`src/rtl/des_tx_pkg.sv`:
```
// Shared types and constants for the DES transmit serializer.
// Holds the serializer FSM state encoding and the block geometry.
// Imported by des_tx_serializer and tx_byte_counter.
package des_tx_pkg;

   typedef enum logic [1:0] {
      IDLE     = 2'd0,
      SEND     = 2'd1,
      ACK      = 2'd2,
      WAIT_LOW = 2'd3
   } tx_state_e;

   localparam int BYTES_PER_BLOCK = 8;
   localparam int CNT_W           = $clog2(BYTES_PER_BLOCK);

endpackage

```
`src/rtl/tx_byte_counter.sv`:
```
// Byte counter for one 64-bit block: counts bytes handed to the transmit FIFO.
// Latency: count updates on the clock edge after count_enable; rollover is combinational from the count.
// Ports: clk, n_rst (async active-low), clear, count_enable in; rollover (count == last byte) out.
module tx_byte_counter
   import des_tx_pkg::*;
(
   input  logic clk,
   input  logic n_rst,
   input  logic clear,
   input  logic count_enable,
   output logic rollover
);

   logic [CNT_W-1:0] cnt_q;
   logic [CNT_W-1:0] cnt_d;

   always_comb begin
      cnt_d = cnt_q;
      if (clear) begin
         cnt_d = '0;
      end else if (count_enable) begin
         // Natural wrap from 7 back to 0 leaves the counter ready for the next block.
         cnt_d = cnt_q + 1'b1;
      end
   end

   always_ff @(posedge clk or negedge n_rst) begin
      if (!n_rst) begin
         cnt_q <= '0;
      end else begin
         cnt_q <= cnt_d;
      end
   end

   assign rollover = (cnt_q == CNT_W'(BYTES_PER_BLOCK - 1));

endmodule

```
`src/rtl/des_tx_serializer.sv`:
```
// Splits a 64-bit DES result block into 8 byte writes toward the transmit FIFO, then acks the core.
// Latency: transmit_signal seen at edge N -> bytes in cycles N+1..N+8, packet_ack in N+9 (no stalls).
// Backpressure: fifo_full holds the shift register and byte count; the block is never dropped.
module des_tx_serializer
   import des_tx_pkg::*;
#(
   parameter int MSB_FIRST = 1
)
(
   input  logic        clk,
   input  logic        n_rst,
   input  logic        transmit_signal,
   input  logic [63:0] trans_data,
   input  logic        fifo_full,
   output logic        fifo_write,
   output logic [7:0]  fifo_wdata,
   output logic        packet_ack,
   output logic        busy
);

   tx_state_e   state_q;
   tx_state_e   state_d;
   logic [63:0] shreg_q;
   logic [63:0] shreg_d;
   logic [63:0] shreg_next;
   logic        cnt_clear;
   logic        cnt_rollover;

   // The outgoing byte always sits at the end of the register nearest the output,
   // so shifting by one byte exposes the next one.
   assign shreg_next = (MSB_FIRST != 0) ? {shreg_q[55:0], 8'h00}
                                        : {8'h00, shreg_q[63:8]};
   assign fifo_wdata = (MSB_FIRST != 0) ? shreg_q[63:56] : shreg_q[7:0];
   assign busy       = (state_q != IDLE);

   always_comb begin
      state_d    = state_q;
      shreg_d    = shreg_q;
      cnt_clear  = 1'b0;
      fifo_write = 1'b0;
      packet_ack = 1'b0;
      case (state_q)
         IDLE: begin
            if (transmit_signal) begin
               shreg_d   = trans_data;
               cnt_clear = 1'b1;
               state_d   = SEND;
            end
         end
         SEND: begin
            if (!fifo_full) begin
               fifo_write = 1'b1;
               shreg_d    = shreg_next;
               if (cnt_rollover) begin
                  state_d = ACK;
               end
            end
         end
         ACK: begin
            packet_ack = 1'b1;
            state_d    = WAIT_LOW;
         end
         WAIT_LOW: begin
            // The core keeps transmit_signal high until it sees the ack; wait for it
            // to drop so the same block is not serialized twice.
            if (!transmit_signal) begin
               state_d = IDLE;
            end
         end
         default: begin
            state_d = IDLE;
         end
      endcase
   end

   always_ff @(posedge clk or negedge n_rst) begin
      if (!n_rst) begin
         state_q <= IDLE;
         shreg_q <= '0;
      end else begin
         state_q <= state_d;
         shreg_q <= shreg_d;
      end
   end

   tx_byte_counter u_byte_counter (
      .clk          (clk),
      .n_rst        (n_rst),
      .clear        (cnt_clear),
      .count_enable (fifo_write),
      .rollover     (cnt_rollover)
   );

endmodule

```
`config.mk`:
```
export PLATFORM = sky130hd
export DESIGN_NAME = des_tx_serializer
export DESIGN_NICKNAME = d
export VERILOG_FILES = /design/src/rtl/des_tx_pkg.sv /design/src/rtl/tx_byte_counter.sv /design/src/rtl/des_tx_serializer.sv
export SDC_FILE = /design/constraint.sdc
export NUM_CORES = 1
export LEC_CHECK = 0
export CAP_MARGIN = 10
export CELL_PAD_IN_SITES_DETAIL_PLACEMENT = 1
export CELL_PAD_IN_SITES_GLOBAL_PLACEMENT = 1
export CORE_MARGIN = 10
export CORE_UTILIZATION = 34
export CTS_CLUSTER_DIAMETER = 40
export DETAILED_ROUTE_END_ITERATION = 7
export PLACE_DENSITY_LB_ADDON = 0.15
export SLEW_MARGIN = 30
export SYNTH_ARGS = -nofsm -noshare
export SYNTH_HDL_FRONTEND = slang
export SYNTH_SLANG_ARGS = --single-unit
```
`constraint.sdc`:
```
create_clock -name clk -period 3.6 [get_ports clk]
set_input_delay 0.54 -clock clk [delete_from_list [all_inputs] [get_ports clk]]
set_output_delay 0.54 -clock clk [all_outputs]
set_load 0.01 [all_outputs]
```
=== Yosys cells after proc, flatten, opt, wreduce, memory -nomap -nowiden ===
Index checks and enable logic that the tools add are counted.

* Add/sub/neg operators: 1
* Eq/ne operators: 8
* Muxes and demuxes: 15
* Reductions and logical operators: 6

{| class="wikitable"
|+ Operators with widths
! operator !! number
|-
| $mux 64 || 2
|-
| $pmux 64 s2 || 1
|-
| $mux 2 || 4
|-
| $ne 2x2->1 const B || 4
|-
| $pmux 2 s4 || 1
|-
| $mux 3 || 2
|-
| $reduce_bool 2->1 || 3
|-
| $mux 1 || 5
|-
| $eq 2x2->1 const B || 2
|-
| $reduce_and 4->1 || 1
|-
| $add 3x1->3 const B || 1
|-
| $eq 3x3->1 const B || 1
|-
| $reduce_and 3->1 || 1
|-
| $eq 2x1->1 const B || 1
|-
| $logic_not 2->1 || 1
|}

* Bits in registers: 69
* Output and inout bits: 11

=== Longest topological paths before layout ===
* Depth after elaboration: 4
* Mapped depth: 7

=== By module ===
From an unflattened synthesis, not the netlist that was laid out.

* Cell total of the unflattened synthesis: 240
* Area, all modules: 3616.0 µm²

{| class="wikitable"
|+ Modules (own cells, without submodules)
! module !! instances !! cells an instance !! area an instance (µm²) !! seq. area each (µm²)
|-
| des_tx_serializer || 1 || 229 || 3475.8 || 1651.6
|-
| tx_byte_counter || 1 || 11 || 140.1 || 75.1
|}

=== Worst setup path before layout ===
OpenSTA, ideal clock, no wires.

* Kind: register to register
* Start point: register state_q[1]
* End point: register shreg_q[10]
* Setup time: 0.125 ns
* Arrival: 1.675 ns
* Required time: 3.475 ns
* Setup slack: 1.800 ns
* Stages on the path, launching flop included: 7
* Buffers on the path: 2
* Cells stage by stage: dfrtp_1 -> inv_1 -> ha_1 -> buf_2 -> buf_2 -> mux2_2 -> mux2_4

* Word-level cells in the longest chain between the ends: 3
* Elaborated cells on any way between the ends: 7
* Classes of those cells: eq/ne: 3; mux: 1; reduce/logical: 3

{| class="wikitable"
|+ Ends and longest elaborated chain
! item !! line !! RTL
|-
| start: declaration || des_tx_serializer.sv:21 || <nowiki>tx_state_e state_q;</nowiki>
|-
| start signal: assignment || des_tx_serializer.sv:81 || <nowiki>state_q <= state_d;</nowiki>
|-
| $eq 2x1->1 or $logic_not 2->1 (tied branches) || des_tx_serializer.sv:42 || <nowiki>case (state_q)</nowiki>
|-
| $ne 2x2->1 (no line) or $reduce_bool 2->1 (tied branches) || n/a ||
|-
| $reduce_and 3->1 (no line) || n/a ||
|-
| end signal: assignment || des_tx_serializer.sv:82 || <nowiki>shreg_q <= shreg_d;</nowiki>
|-
| end: declaration || des_tx_serializer.sv:23 || <nowiki>logic [63:0] shreg_q;</nowiki>
|}

Several ways; a longest one is shown, not always the timed one.
A chain may end at the register's enable or synchronous reset.

=== Final worst setup path ===
* Start point: register state_q[1]
* End point: output fifo_write

* Word-level cells in the longest chain between the ends: 2

{| class="wikitable"
|+ Ends and longest elaborated chain
! item !! line !! RTL
|-
| $eq 2x1->1 || des_tx_serializer.sv:42 ||
|-
| $mux 1 || des_tx_serializer.sv:42 ||
|-
| end: declaration || des_tx_serializer.sv:15 || <nowiki>output logic fifo_write,</nowiki>
|}

No other way between the ends.

==> results.yml <==
synth:
  muxShareOfSynthArea_pct: 43.4
  yosysSeqAreaShare_pct: 46.4
  synth_nets: 318
  synth_xor_area_share_pct: 0.235
  synth_fa_ha_area_share_pct: 2.02
  ys_ff_latch: 69
  syn_area_um2: 3720
  syn_inst: 244
  synth_top_family_by_area: "multiplexers"
  synthSimpleGateAreaFrac_pct: 2.05
  synth_compound_area_share_pct: 0.874
  avgSynthCellArea_um2: 15.3
  synth.distinct_cells: 17
  yosysWarnings: 0
critical_path:
  timing.rr.start: "state_q[1]$_DFFE_PN0P_"
  crit_fanout: 40
  crit_required_ns: 3.06
  rrSetupSlack_ns: 1.11
  r2r_cells: 5
  worstPathArrival_ns: 2.27
  critPathCaptureType: "output port"
  worstSetupStartpointType: "flop"
  cp-endpoint: "fifo_write"
  crit_start: "state_q[1]$_DFFE_PN0P_"
  reg2reg_to: "shreg_q[38]$_DFFE_PN0P_"
  crit_type: "reg2out"
routing:
  wl_per_cell_um: 17.0
  first_pass_iters: 4
  vias_per_cell: 4.60
  drt_iter0_drc: 96
  drt-total-wl_um: 7800
  vias: 2109
  drc: 0
  antenna_left: 0
die:
  core_um2: 10800
  ios: 79
  start_util_pct: 34.5
  dieHeight_um: 125
  die_width_um: 125
  die_area_um2: 15500
  rows: 38
power:
  ir_drop_mv: 0.606
  p_leak_uw: 0.00214
  pwr_density_cell_nw_per_um2: 946
clocking:
  clkTransAtPathRegs_ns: 0.07
  cts_tree: "yes"
  cts_setup_buffers: 0
  hold_buffers: 0
  cts_resized: 0
  clock_latency_ns: 0.33
  clockBufferDepth: 2
  h-tree-depth: 3
  cts_root_buffer: "clkbuf_8"
  cts-buffers-inserted: 9
  cts_sinks: 69
global_routing:
  antenna_found_initial: 0
  globalRouteOverflowTotal: 0
  track_usage_pct: 10.2
  grt_start_max_net_pins: 70
  grt_pass1_wl_um: 13100
  grt_pass1_vias: 2506
placement:
  place_area_um2: 4550
  dpl.hpwl_um: 5280
  place_congestion: 0.677
  place_ws_ns: 0.932
  portBuffers: 78
timing:
  fin_setup_tns_ns: 0
  fin_crit_ns: 2.81
  worst_slack_ns: 0.793
  slew-limit-headroom_pct: 51.5
  fmax_mhz: 356
  finalHoldViolations: 0
  setup-violations-final: 0
  slew_violations: 0
  rsz0062_at_grt: "false"
  finClkSkew_ns: 0.00754
  fin_crit_sh_pct: 78.0
  tightest_slew_ns: 0.728
final_layout:
  layout-drive-gt1-share_pct: 44.0
  finalInstanceArea_um2: 4780
  finalNetCount: 387
  fill_cells: 1074
  diodes: 0
  syn_to_final_growth_pct: 28.5
status:
  outcome: "complete, no violations"
job:
  maxCapViolCount: 0
min_path:
  hold_class: "in2async"
## logic make-up (layout without fill, tap and decap cells)
logic type	Yosys count	in the layout
AOI/OAI and AO/OA	5	5
xor gates and xnor gates	1	1
adders and majority gates	6	6
buffers and inverters	26	100
DFF	69	69
muxes	124	124
and+or+nand+nor	13	13
## routing by layer
layer	track usage (%)	share of wire, %
met1	12.7	46
met2	16.7	50
met3	2.89	3.0
met4	3.08	0.85
met5	0	0
## worst min path at each step
stage	end	slack (ns)	startpoint	cells after the start
global route	state_q[0]$_DFFE_PN0P_	0.25	n_rst	1
CTS	u_byte_counter.cnt_q[2]$_DFFE_PN0P_	0.37	n_rst	1
floorplan	shreg_q[0]$_DFFE_PN0P_	0.24	n_rst	0
detailed placement	shreg_q[4]$_DFFE_PN0P_	0.49	shreg_q[4]$_DFFE_PN0P_	1
finish	u_byte_counter.cnt_q[2]$_DFFE_PN0P_	0.21	n_rst	1
global placement	shreg_q[1]$_DFFE_PN0P_	0.49	shreg_q[1]$_DFFE_PN0P_	1
## area by class of cell
class / count / area [µm²] / area share, %
tap: 140 / 175 / 3.66
inverter: 4 / 15.0 / 0.314
clock buffer: 13 / 159 / 3.32
sequential: 69 / 1730 / 36.1
clock inverter: 3 / 67.6 / 1.41
multi-input combinational: 149 / 1830 / 38.3
timing repair buffer: 80 / 810 / 16.9
## worst max-delay path: stages, from the launching register on
cell	delay (ns)
dfrtp_1	0.41
inv_1	0.12
ha_4	0.49
nand2b_1	0.22
inv_1	0.13
clkdlybuf4s50_1	0.54
## where the power goes
part	switching [µW]	internal (µW)
Sequential	218	1200
Combinational	827	1560
Clock	291	429
## state kept, by name, summed over array words and instances, names as in the netlist
name                  flops
shreg_q                  64
state_q                   2
u_byte_counter.cnt_q      3
## synthesized netlist by cell type
cell type | n | share of area, %
ha_1 | 6 | 2.0
clkbuf_1 | 2 | 0.20
a221oi_1 | 1 | 0.24
mux2_2 | 61 | 18
nor2b_1 | 9 | 1.5
mux2i_1 | 3 | 0.81
a211o_1 | 1 | 0.24
nor2_1 | 2 | 0.20
a21oi_1 | 3 | 0.40
mux2_4 | 60 | 24
inv_1 | 4 | 0.40
buf_2 | 5 | 0.67
buf_6 | 7 | 2.1
dfrtp_1 | 69 | 46
buf_4 | 8 | 1.6
xnor2_1 | 1 | 0.24
nand2b_1 | 2 | 0.34
## cells in the final DEF (no fill, tap or decap)
cell type,Yosys,layout
a211o_4,0,1
a21oi_1,3,3
a221oi_1,1,1
buf_12,0,1
buf_4,8,1
buf_6,7,1
bufinv_16,0,2
clkbuf_1,2,2
clkbuf_8,0,11
clkdlybuf4s50_1,0,77
clkinvlp_4,0,1
dfrtp_1,69,69
ha_1,6,5
ha_4,0,1
inv_1,4,4
mux2_2,61,61
mux2_4,60,60
mux2i_1,3,3
nand2b_1,2,2
nor2_1,2,2
nor2b_1,9,9
xnor2_1,1,1
## stage by stage
step           util (%)  std cells  power [µW]  hold slack, ns
5_1_grt            44.3        458        4840           0.253
2_1_floorplan         -        244        3460           0.244
3_3_place_gp       42.2        442        3830           0.487
6_report           44.3        458        4530           0.207
4_1_cts            44.3        458        4620           0.370
3_5_place_dp       42.2        442        3870           0.488
Power figures use the tool's default switching activity.
